## src/rtl/adpll_pkg.sv

```systemverilog
// Shared types and helpers for the ADPLL loop filter.
//   gear_state_t : filter gear (ACQ = wide acquisition gains, TRK = fine tracking gains)
//   event_t      : signed phase-detector event (-1, 0, +1)
//   sat_add      : signed add clamped to [-lim, +lim]
package adpll_pkg;

    typedef enum logic {
        ACQ = 1'b0,
        TRK = 1'b1
    } gear_state_t;

    typedef logic signed [1:0] event_t;

    localparam event_t EV_ZERO = 2'sd0;
    localparam event_t EV_POS  = 2'sd1;
    localparam event_t EV_NEG  = -2'sd1;

    function automatic logic signed [31:0] sat_add(
        input logic signed [31:0] a,
        input logic signed [31:0] b,
        input logic signed [31:0] lim
    );
        logic signed [31:0] s;
        s = a + b;
        if (s > lim) begin
            s = lim;
        end else if (s < -lim) begin
            s = -lim;
        end
        return s;
    endfunction

endpackage

```

## src/rtl/pi_filter_gearshift_if.sv

```systemverilog
// Phase-detector / tuning-word bundle of the gear-shifting PI loop filter.
//   up, down, freeze : phase-detector events and hold request (master -> filter)
//   k_out            : signed DCO tuning word (filter -> master)
//   locked, sat      : tracking-gear flag and integrator-at-clamp flag
interface pi_filter_gearshift_if #(
    parameter int OUT_W = 13
);
    logic                    up;
    logic                    down;
    logic                    freeze;
    logic signed [OUT_W-1:0] k_out;
    logic                    locked;
    logic                    sat;

    modport master (output up, down, freeze, input k_out, locked, sat);
    modport slave  (input up, down, freeze, output k_out, locked, sat);
endinterface

```

## src/rtl/adpll_lock_detect.sv

```systemverilog
// Lock detector: counts sign reversals and same-sign runs of the event stream
// and switches between acquisition and tracking gears.
//   clk, rst    : clock, synchronous active-high reset
//   ev          : current event (-1/0/+1)
//   locked      : current gear is TRK (combinational from state register)
//   gear_change : high on the edge where the gear switches
//   dir_change  : current event reverses the last nonzero sign
module adpll_lock_detect
    import adpll_pkg::*;
#(
    parameter int LOCK_REV   = 16,
    parameter int UNLOCK_RUN = 32
) (
    input  logic   clk,
    input  logic   rst,
    input  event_t ev,
    output logic   locked,
    output logic   gear_change,
    output logic   dir_change
);

    localparam int CNT_MAX = (LOCK_REV > UNLOCK_RUN) ? LOCK_REV : UNLOCK_RUN;
    localparam int CW      = $clog2(CNT_MAX + 1);

    gear_state_t   state_reg, state_next;
    logic [CW-1:0] rev_cnt_reg, rev_cnt_next, rev_inc;
    logic [CW-1:0] run_cnt_reg, run_cnt_next, run_inc;
    event_t        last_sign_reg, last_sign_next;
    logic          is_rev, is_same;

    // last_sign of zero means no event seen yet: the first event is neither
    // a reversal nor a continuation.
    assign is_rev     = (ev != EV_ZERO) && (last_sign_reg != EV_ZERO) && (ev != last_sign_reg);
    assign is_same    = (ev != EV_ZERO) && (ev == last_sign_reg);
    assign dir_change = is_rev;

    // Counters saturate so long stretches in the "wrong" gear cannot wrap.
    assign rev_inc = (rev_cnt_reg == CW'(CNT_MAX)) ? rev_cnt_reg : rev_cnt_reg + 1'b1;
    assign run_inc = (run_cnt_reg == CW'(CNT_MAX)) ? run_cnt_reg : run_cnt_reg + 1'b1;

    always_ff @(posedge clk) begin
        if (rst) begin
            state_reg <= ACQ;
        end else begin
            state_reg <= state_next;
        end
    end

    always_comb begin
        state_next = state_reg;
        case (state_reg)
            ACQ: if (is_rev && (rev_inc == CW'(LOCK_REV)))    state_next = TRK;
            TRK: if (is_same && (run_inc == CW'(UNLOCK_RUN))) state_next = ACQ;
            default: state_next = ACQ;
        endcase
    end

    always_comb begin
        locked      = (state_reg == TRK);
        gear_change = (state_next != state_reg);
    end

    always_comb begin
        rev_cnt_next   = rev_cnt_reg;
        run_cnt_next   = run_cnt_reg;
        last_sign_next = last_sign_reg;
        if (ev != EV_ZERO) begin
            last_sign_next = ev;
        end
        if (gear_change) begin
            rev_cnt_next = '0;
            run_cnt_next = '0;
        end else if (is_rev) begin
            rev_cnt_next = rev_inc;
            run_cnt_next = CW'(1);
        end else if (is_same) begin
            rev_cnt_next = '0;
            run_cnt_next = run_inc;
        end
    end

    always_ff @(posedge clk) begin
        if (rst) begin
            rev_cnt_reg   <= '0;
            run_cnt_reg   <= '0;
            last_sign_reg <= EV_ZERO;
        end else begin
            rev_cnt_reg   <= rev_cnt_next;
            run_cnt_reg   <= run_cnt_next;
            last_sign_reg <= last_sign_next;
        end
    end

endmodule

```

## src/rtl/pi_filter_gearshift.sv

```systemverilog
// Gear-shifting PI loop filter: turns bang-bang phase-detector events into a
// signed DCO tuning word. Proportional pulses and integrator steps are
// prescaled by event counters; gains follow the lock detector's gear.
//   clk, rst : clock, synchronous active-high reset
//   bus      : slave side of pi_filter_gearshift_if (up/down/freeze in,
//              k_out/locked/sat out, all outputs registered)
module pi_filter_gearshift
    import adpll_pkg::*;
#(
    parameter int OUT_W      = 13,
    parameter int P_GAIN_ACQ = 8,
    parameter int I_GAIN_ACQ = 4,
    parameter int P_GAIN_TRK = 2,
    parameter int I_GAIN_TRK = 1,
    parameter int P_THRESH   = 5,
    parameter int I_THRESH   = 5,
    parameter int I_MAX      = 4000,
    parameter int LOCK_REV   = 16,
    parameter int UNLOCK_RUN = 32
) (
    input logic                 clk,
    input logic                 rst,
    pi_filter_gearshift_if.slave bus
);

    localparam int P_CNT_W = (P_THRESH > 0) ? $clog2(P_THRESH + 1) : 1;
    localparam int I_CNT_W = (I_THRESH > 0) ? $clog2(I_THRESH + 1) : 1;

    localparam logic signed [OUT_W-1:0] K_MAX   = OUT_W'((1 <<< (OUT_W - 1)) - 1);
    localparam logic signed [OUT_W:0]   K_MAX_W = (OUT_W + 1)'((1 <<< (OUT_W - 1)) - 1);
    localparam logic signed [OUT_W-1:0] I_MAX_V = OUT_W'(I_MAX);

    event_t ev;
    logic   locked_state, gear_change, dir_change;

    logic [P_CNT_W-1:0]      p_cnt_reg, p_cnt_next, p_base;
    logic [I_CNT_W-1:0]      i_cnt_reg, i_cnt_next, i_base;
    logic signed [OUT_W-1:0] p_pulse_reg, p_pulse_next;
    logic signed [OUT_W-1:0] i_term_reg, i_term_next;
    logic signed [31:0]      p_gain, i_gain;
    logic signed [OUT_W:0]   k_sum;
    logic signed [OUT_W-1:0] k_out_reg, k_next;
    logic                    sat_reg, sat_next, locked_reg;

    // Freeze and conflicting up/down both collapse to a null event.
    always_comb begin
        ev = EV_ZERO;
        if (!bus.freeze) begin
            if (bus.up && !bus.down) begin
                ev = EV_POS;
            end else if (bus.down && !bus.up) begin
                ev = EV_NEG;
            end
        end
    end

    adpll_lock_detect #(
        .LOCK_REV   (LOCK_REV),
        .UNLOCK_RUN (UNLOCK_RUN)
    ) u_lock (
        .clk         (clk),
        .rst         (rst),
        .ev          (ev),
        .locked      (locked_state),
        .gear_change (gear_change),
        .dir_change  (dir_change)
    );

    // Gains come from the gear in force before this edge, so the event that
    // triggers a gear change is still scaled by the old gains.
    always_comb begin
        p_gain       = locked_state ? P_GAIN_TRK : P_GAIN_ACQ;
        i_gain       = locked_state ? I_GAIN_TRK : I_GAIN_ACQ;
        p_base       = dir_change ? '0 : p_cnt_reg;
        i_base       = dir_change ? '0 : i_cnt_reg;
        p_cnt_next   = p_cnt_reg;
        i_cnt_next   = i_cnt_reg;
        p_pulse_next = '0;
        i_term_next  = i_term_reg;
        if (ev != EV_ZERO) begin
            if (p_base == P_CNT_W'(P_THRESH)) begin
                p_pulse_next = (ev == EV_POS) ? OUT_W'(p_gain) : OUT_W'(-p_gain);
                p_cnt_next   = '0;
            end else begin
                p_cnt_next = p_base + 1'b1;
            end
            if (i_base == I_CNT_W'(I_THRESH)) begin
                i_term_next = OUT_W'(sat_add(32'(i_term_reg),
                                             (ev == EV_POS) ? i_gain : -i_gain,
                                             I_MAX));
                i_cnt_next  = '0;
            end else begin
                i_cnt_next = i_base + 1'b1;
            end
            if (gear_change) begin
                p_cnt_next = '0;
                i_cnt_next = '0;
            end
        end
    end

    // One extra bit keeps the sum exact before clamping to the word range.
    always_comb begin
        k_sum = {i_term_reg[OUT_W-1], i_term_reg} + {p_pulse_reg[OUT_W-1], p_pulse_reg};
        if (k_sum > K_MAX_W) begin
            k_next = K_MAX;
        end else if (k_sum < -K_MAX_W) begin
            k_next = -K_MAX;
        end else begin
            k_next = k_sum[OUT_W-1:0];
        end
        sat_next = (i_term_reg == I_MAX_V) || (i_term_reg == -I_MAX_V);
    end

    always_ff @(posedge clk) begin
        if (rst) begin
            p_cnt_reg   <= '0;
            i_cnt_reg   <= '0;
            p_pulse_reg <= '0;
            i_term_reg  <= '0;
            k_out_reg   <= '0;
            sat_reg     <= 1'b0;
            locked_reg  <= 1'b0;
        end else begin
            p_cnt_reg   <= p_cnt_next;
            i_cnt_reg   <= i_cnt_next;
            p_pulse_reg <= p_pulse_next;
            i_term_reg  <= i_term_next;
            k_out_reg   <= k_next;
            sat_reg     <= sat_next;
            locked_reg  <= locked_state;
        end
    end

    assign bus.k_out  = k_out_reg;
    assign bus.sat    = sat_reg;
    assign bus.locked = locked_reg;

endmodule

```

## src/flat_wrapper.sv

```systemverilog
// flat-port wrapper written by rule: the top's interface ports become plain ports
module pi_filter_gearshift_flat import adpll_pkg::*;
#(
    parameter int OUT_W      = 13,
    parameter int P_GAIN_ACQ = 8,
    parameter int I_GAIN_ACQ = 4,
    parameter int P_GAIN_TRK = 2,
    parameter int I_GAIN_TRK = 1,
    parameter int P_THRESH   = 5,
    parameter int I_THRESH   = 5,
    parameter int I_MAX      = 4000,
    parameter int LOCK_REV   = 16,
    parameter int UNLOCK_RUN = 32
)
  (clk, rst, bus_up, bus_down, bus_freeze, bus_k_out, bus_locked, bus_sat);
  pi_filter_gearshift_if #(.OUT_W(OUT_W)) bus_i ();
  input logic clk;
  input logic rst;
  input wire logic [$bits(bus_i.up)-1:0] bus_up;
  input wire logic [$bits(bus_i.down)-1:0] bus_down;
  input wire logic [$bits(bus_i.freeze)-1:0] bus_freeze;
  output wire logic [$bits(bus_i.k_out)-1:0] bus_k_out;
  output wire logic [$bits(bus_i.locked)-1:0] bus_locked;
  output wire logic [$bits(bus_i.sat)-1:0] bus_sat;
  assign bus_i.up = bus_up;
  assign bus_i.down = bus_down;
  assign bus_i.freeze = bus_freeze;
  assign bus_k_out = bus_i.k_out;
  assign bus_locked = bus_i.locked;
  assign bus_sat = bus_i.sat;
  pi_filter_gearshift #(.OUT_W(OUT_W), .P_GAIN_ACQ(P_GAIN_ACQ), .I_GAIN_ACQ(I_GAIN_ACQ), .P_GAIN_TRK(P_GAIN_TRK), .I_GAIN_TRK(I_GAIN_TRK), .P_THRESH(P_THRESH), .I_THRESH(I_THRESH), .I_MAX(I_MAX), .LOCK_REV(LOCK_REV), .UNLOCK_RUN(UNLOCK_RUN)) u_core (.clk(clk), .rst(rst), .bus(bus_i));
endmodule
```

## config.mk

```make
export PLATFORM = sky130hd
export DESIGN_NAME = pi_filter_gearshift_flat
export DESIGN_NICKNAME = d
export VERILOG_FILES = /design/src/rtl/adpll_pkg.sv /design/src/rtl/pi_filter_gearshift_if.sv /design/src/rtl/adpll_lock_detect.sv /design/src/rtl/pi_filter_gearshift.sv /design/src/flat_wrapper.sv
export SDC_FILE = /design/constraint.sdc
export NUM_CORES = 1
export LEC_CHECK = 0
export BUFFER_PORTS_ARGS = -buffer_cell sky130_fd_sc_hd__clkbuf_2
export CORE_UTILIZATION = 56
export CTS_CLUSTER_DIAMETER = 150
export DETAILED_ROUTE_END_ITERATION = 8
export GPL_ROUTABILITY_DRIVEN = 0
export PLACE_DENSITY = 0.8
export SYNTH_ARGS = -nofsm -noshare
export SYNTH_HDL_FRONTEND = slang
export SYNTH_SLANG_ARGS = --single-unit
```

## constraint.sdc

```tcl
create_clock -name clk -period 5.26 [get_ports clk]
set_input_delay 0.789 -clock clk [delete_from_list [all_inputs] [get_ports clk]]
set_output_delay 0.789 -clock clk [all_outputs]
set_load 0.05 [all_outputs]
```

==> impl_metrics.py <==
metrics = {
    "status": {
        "status": "finished clean",
    },
    "setup_path": {
        "reg2reg_depth": 19,
        "crit_start": "bus_down",
        "cp_num_buf_inv": 3,
        "required_ns": 5.50,
        "rrSetupSlack_ns": 0.75,
        "crit_path_end_kind": "register",
        "cp_slowest_cell": "fa_1",
        "reg2reg_from": "u_core.u_lock.locked",
        "start_kind": "input port",
        "critical_path_class": "input port to register",
        "slowest_delay_ns": 0.42,
        "cp_max_fo": 6,
        "path_common_cell": "a21o_1",
        "worstReg2RegEnd": "u_core.i_term_reg[3]",
        "crit_chain": "clkbuf_2, inv_1, ha_1, nor2b_1, buf_4, nand2_1, ha_1, nor2_1, a21oi_2, o21a_1, a21o_1, a21o_1, a21o_1, a21oi_1, o21ba_2, fa_1, nor4b_1, nand4_1, a211o_1, o21ai_2, o211a_1, o31ai_1, o21ai_1",
        "arrival_ns": 5.30,
        "cp_top_family": "compound AO/OA/AOI/OAI gates",
    },
    "routing": {
        "dr.pass1.iters": 5,
        "routed-via-count": 3612,
        "wirelength_um": 8760,
        "post_drt_via_cell_ratio": 6.000,
        "drt-initial-drc-count": 243,
        "ant_nets": 0,
        "wl_per_cell_um": 14.55,
        "drc": 0,
    },
    "clocking": {
        "clkTransAtPathRegs_ns": 0.10,
        "cts_sinks": 53,
        "cts_tree": "done",
        "post_cts_buffers": 0,
        "htreeDepth": 2,
        "clock-root-buffer": "clkbuf_8",
        "clock_path_buffers": 2,
        "clk_latency_ns": 0.31,
        "numCtsBuffers": 5,
    },
    "grt": {
        "antenna_found_initial": 0,
        "grt_pass1_wl_um": 14870,
        "grt_use_total": 0.2477,
        "grt_pass1_vias": 3301,
        "overflow": 0,
        "grt_max_degree": 24,
    },
    "synthesis": {
        "synth-simple-area-share": 0.2225,
        "synth_top_area_cell": "dfxtp_1",
        "synthXorXnorAreaFrac": 0.06413,
        "synth_fp_nets": 522,
        "yosys_most_used_dff": "dfxtp_1",
        "synth.area.top_cells": "dfxtp_1 27%, ha_1 9.8%, a21oi_1 5.5%",
        "synth-adder-area-share": 0.1365,
        "synth_edf_count": 0,
        "ys_ff_latch": 53,
        "yosysTopAreaCellShare": 0.2692,
        "synth_mux_area_frac": 0.007937,
        "synth_top_family_by_area": "compound AO/OA/AOI/OAI gates",
        "ys_seq_area_frac": 0.2692,
        "synthesis.area_sq_mm": 0.003941,
        "synth_cell_types": 74,
        "async_flop_share": 0,
        "synth_cells": 480,
        "yosysWarnings": 0,
        "synth_compound_area_frac": 0.2600,
        "avgSynthCellArea_sq_um": 8.211,
    },
    "hold_path": {
        "hp-start": "u_core.i_term_reg[4]",
        "whs_endpoint": "u_core.i_term_reg[4]",
        "hold_depth": 2,
        "min_path_type": "register to register",
    },
    "sta": {
        "tightest_slew_ns": 1.022,
        "min_period_ns": 5.053,
        "fin_worst_skew_ns": 0.005611,
        "report.final.hold_viol_count": 0,
        "setup_viol": 0,
        "relSlewSlack": 0.3154,
        "fmaxAchievable_mhz": 197.9,
        "drv_slew": 0,
        "timing.final.crit_share": 0.9607,
    },
    "floorplan": {
        "ios": 20,
        "dieArea_sq_mm": 0.007377,
        "rows": 30,
        "die_y_um": 85.89,
        "start_util": 0.5801,
        "die_w_um": 85.89,
        "core-area_sq_mm": 0.006794,
    },
    "final_layout": {
        "final_cells": 602,
        "fin_util": 0.6313,
        "layout.nets": 547,
        "seq_area_sq_mm": 0.001061,
        "fillerInstances": 586,
        "num_antenna_cells": 0,
        "final_layout_size_suffix_gt1_frac": 0.1364,
        "synthToLayoutAreaGrowth_pct": 8.825,
        "multi_input_area_sq_mm": 0.002731,
    },
    "power_and_ir_drop": {
        "p_leak_nw": 1.784,
        "p_per_area_mw_per_mm2": 169.7,
        "ir_drop_mv": 0.1515,
    },
    "placement": {
        "place_hpwl_um": 6864,
        "io_buffers": 19,
        "dp.cells": 594,
    },
    "flow_run": {
        "cap_violations": 0,
    },
}
[through the flow]
step                      area, sq um  total power, mW  hold WS [ns]  worst slack [ns]  setup TNS [ns]
after global routing             4289           0.7598        0.5473          -0.06190         -0.2158
after detailed placement         4192           0.5002        0.5013          -0.02728        -0.02728
final                            4289           0.7281        0.5176            0.2068               0
after floorplan                  3941           0.4815        0.4516           0.08191               0
after CTS                        4282           0.7341        0.5169            0.2790               0
after global placement           4192           0.4971        0.4860            0.1449               0
[layout make-up]
class,count,share of cell area
repair buffers,34,0.04842
clock inverters,3,0.004959
clock buffers,5,0.01604
multi-input cells,390,0.6368
flip-flops and latches,53,0.2474
well taps,96,0.02800
inverters,21,0.01838
[how the worst max path moves through the flow]
stage	to	slack, ns	cells after the start
after floorplan	u_core.i_term_reg[0]	0.08	21
after global placement	u_core.i_term_reg[0]	0.14	23
after detailed placement	u_core.i_term_reg[3]	-0.03	23
after CTS	u_core.i_term_reg[3]	0.28	23
after global routing	u_core.i_term_reg[3]	-0.06	22
final	u_core.i_term_reg[3]	0.21	23
[placed cells by master (no fill, tap or decap), drive strengths merged, types with 5 or more instances in the layout]
master and instances:
a21o 11, dfxtp 53, xor2 17, nor2b 7, or2 9, inv 22, buf 15, nand2b 5
xnor2 11, or3 5, ha 31, clkbuf 24, nand2 32, a22oi 9, a21oi 43, a211oi 7
nand3 8, nor3 11, nor4 6, nor3b 5, fa 6, a31oi 6, and3 8, nor2 53
o211ai 6, o21ai 27
[cell families (layout without fill, tap and decap cells)]
family | count (synthesis) | in the layout
flops | 53 | 53
buf+inv | 37 | 63
simple gates | 169 | 169
mux | 3 | 3
fa+ha+maj | 40 | 40
xor+xnor | 28 | 28
compound gates | 150 | 150
[tightest hold or removal path, stage by stage, from the launching register on]
cell and delay [ns]:
dfxtp_1 0.36, nand2_1 0.07, nand2_1 0.05
[power breakdown]
| part | internal [mW] | switching [mW] |
|---|---|---|
| sequential | 0.405 | 0.00583 |
| combinational | 0.0331 | 0.0489 |
| clock | 0.0947 | 0.140 |
| total | 0.533 | 0.195 |
[layer usage]
metal | routed length (um) | global-route usage
met4 | 150 | 0.06667
met1 | 3965 | 0.3208
met5 | 0 | 0
met3 | 362 | 0.03754
met2 | 4283 | 0.4286
[what timing repair did]
| action | in CTS | in global routing |
|---|---|---|
| setup endpoints to repair | 0 | 8 |
| gates resized for setup | 0 | 2 |
| hold buffers | 0 | 0 |
[synthesized netlist by cell type, drive strengths merged, types with 3 or more instances]
library cell   n
or2            9
nor4           6
a211o          3
clkbuf         9
a221o          3
nor4b          4
nand2         32
o21bai         4
a211oi         7
nand3          8
nor2          53
a31oi          6
nor2b          7
a311oi         3
a21oi         43
maj3           3
nor3          11
or4            3
nor3b          5
o21ai         27
nand4          3
a22oi          9
o311ai         3
nand3b         4
and3           8
or3            5
a21o          11
ha            31
xor2          17
buf            7
inv           21
xnor2         11
dfxtp         53
o211ai         6
nand2b         5
fa             6
No activity file was read; power rests on OpenSTA's default activity.
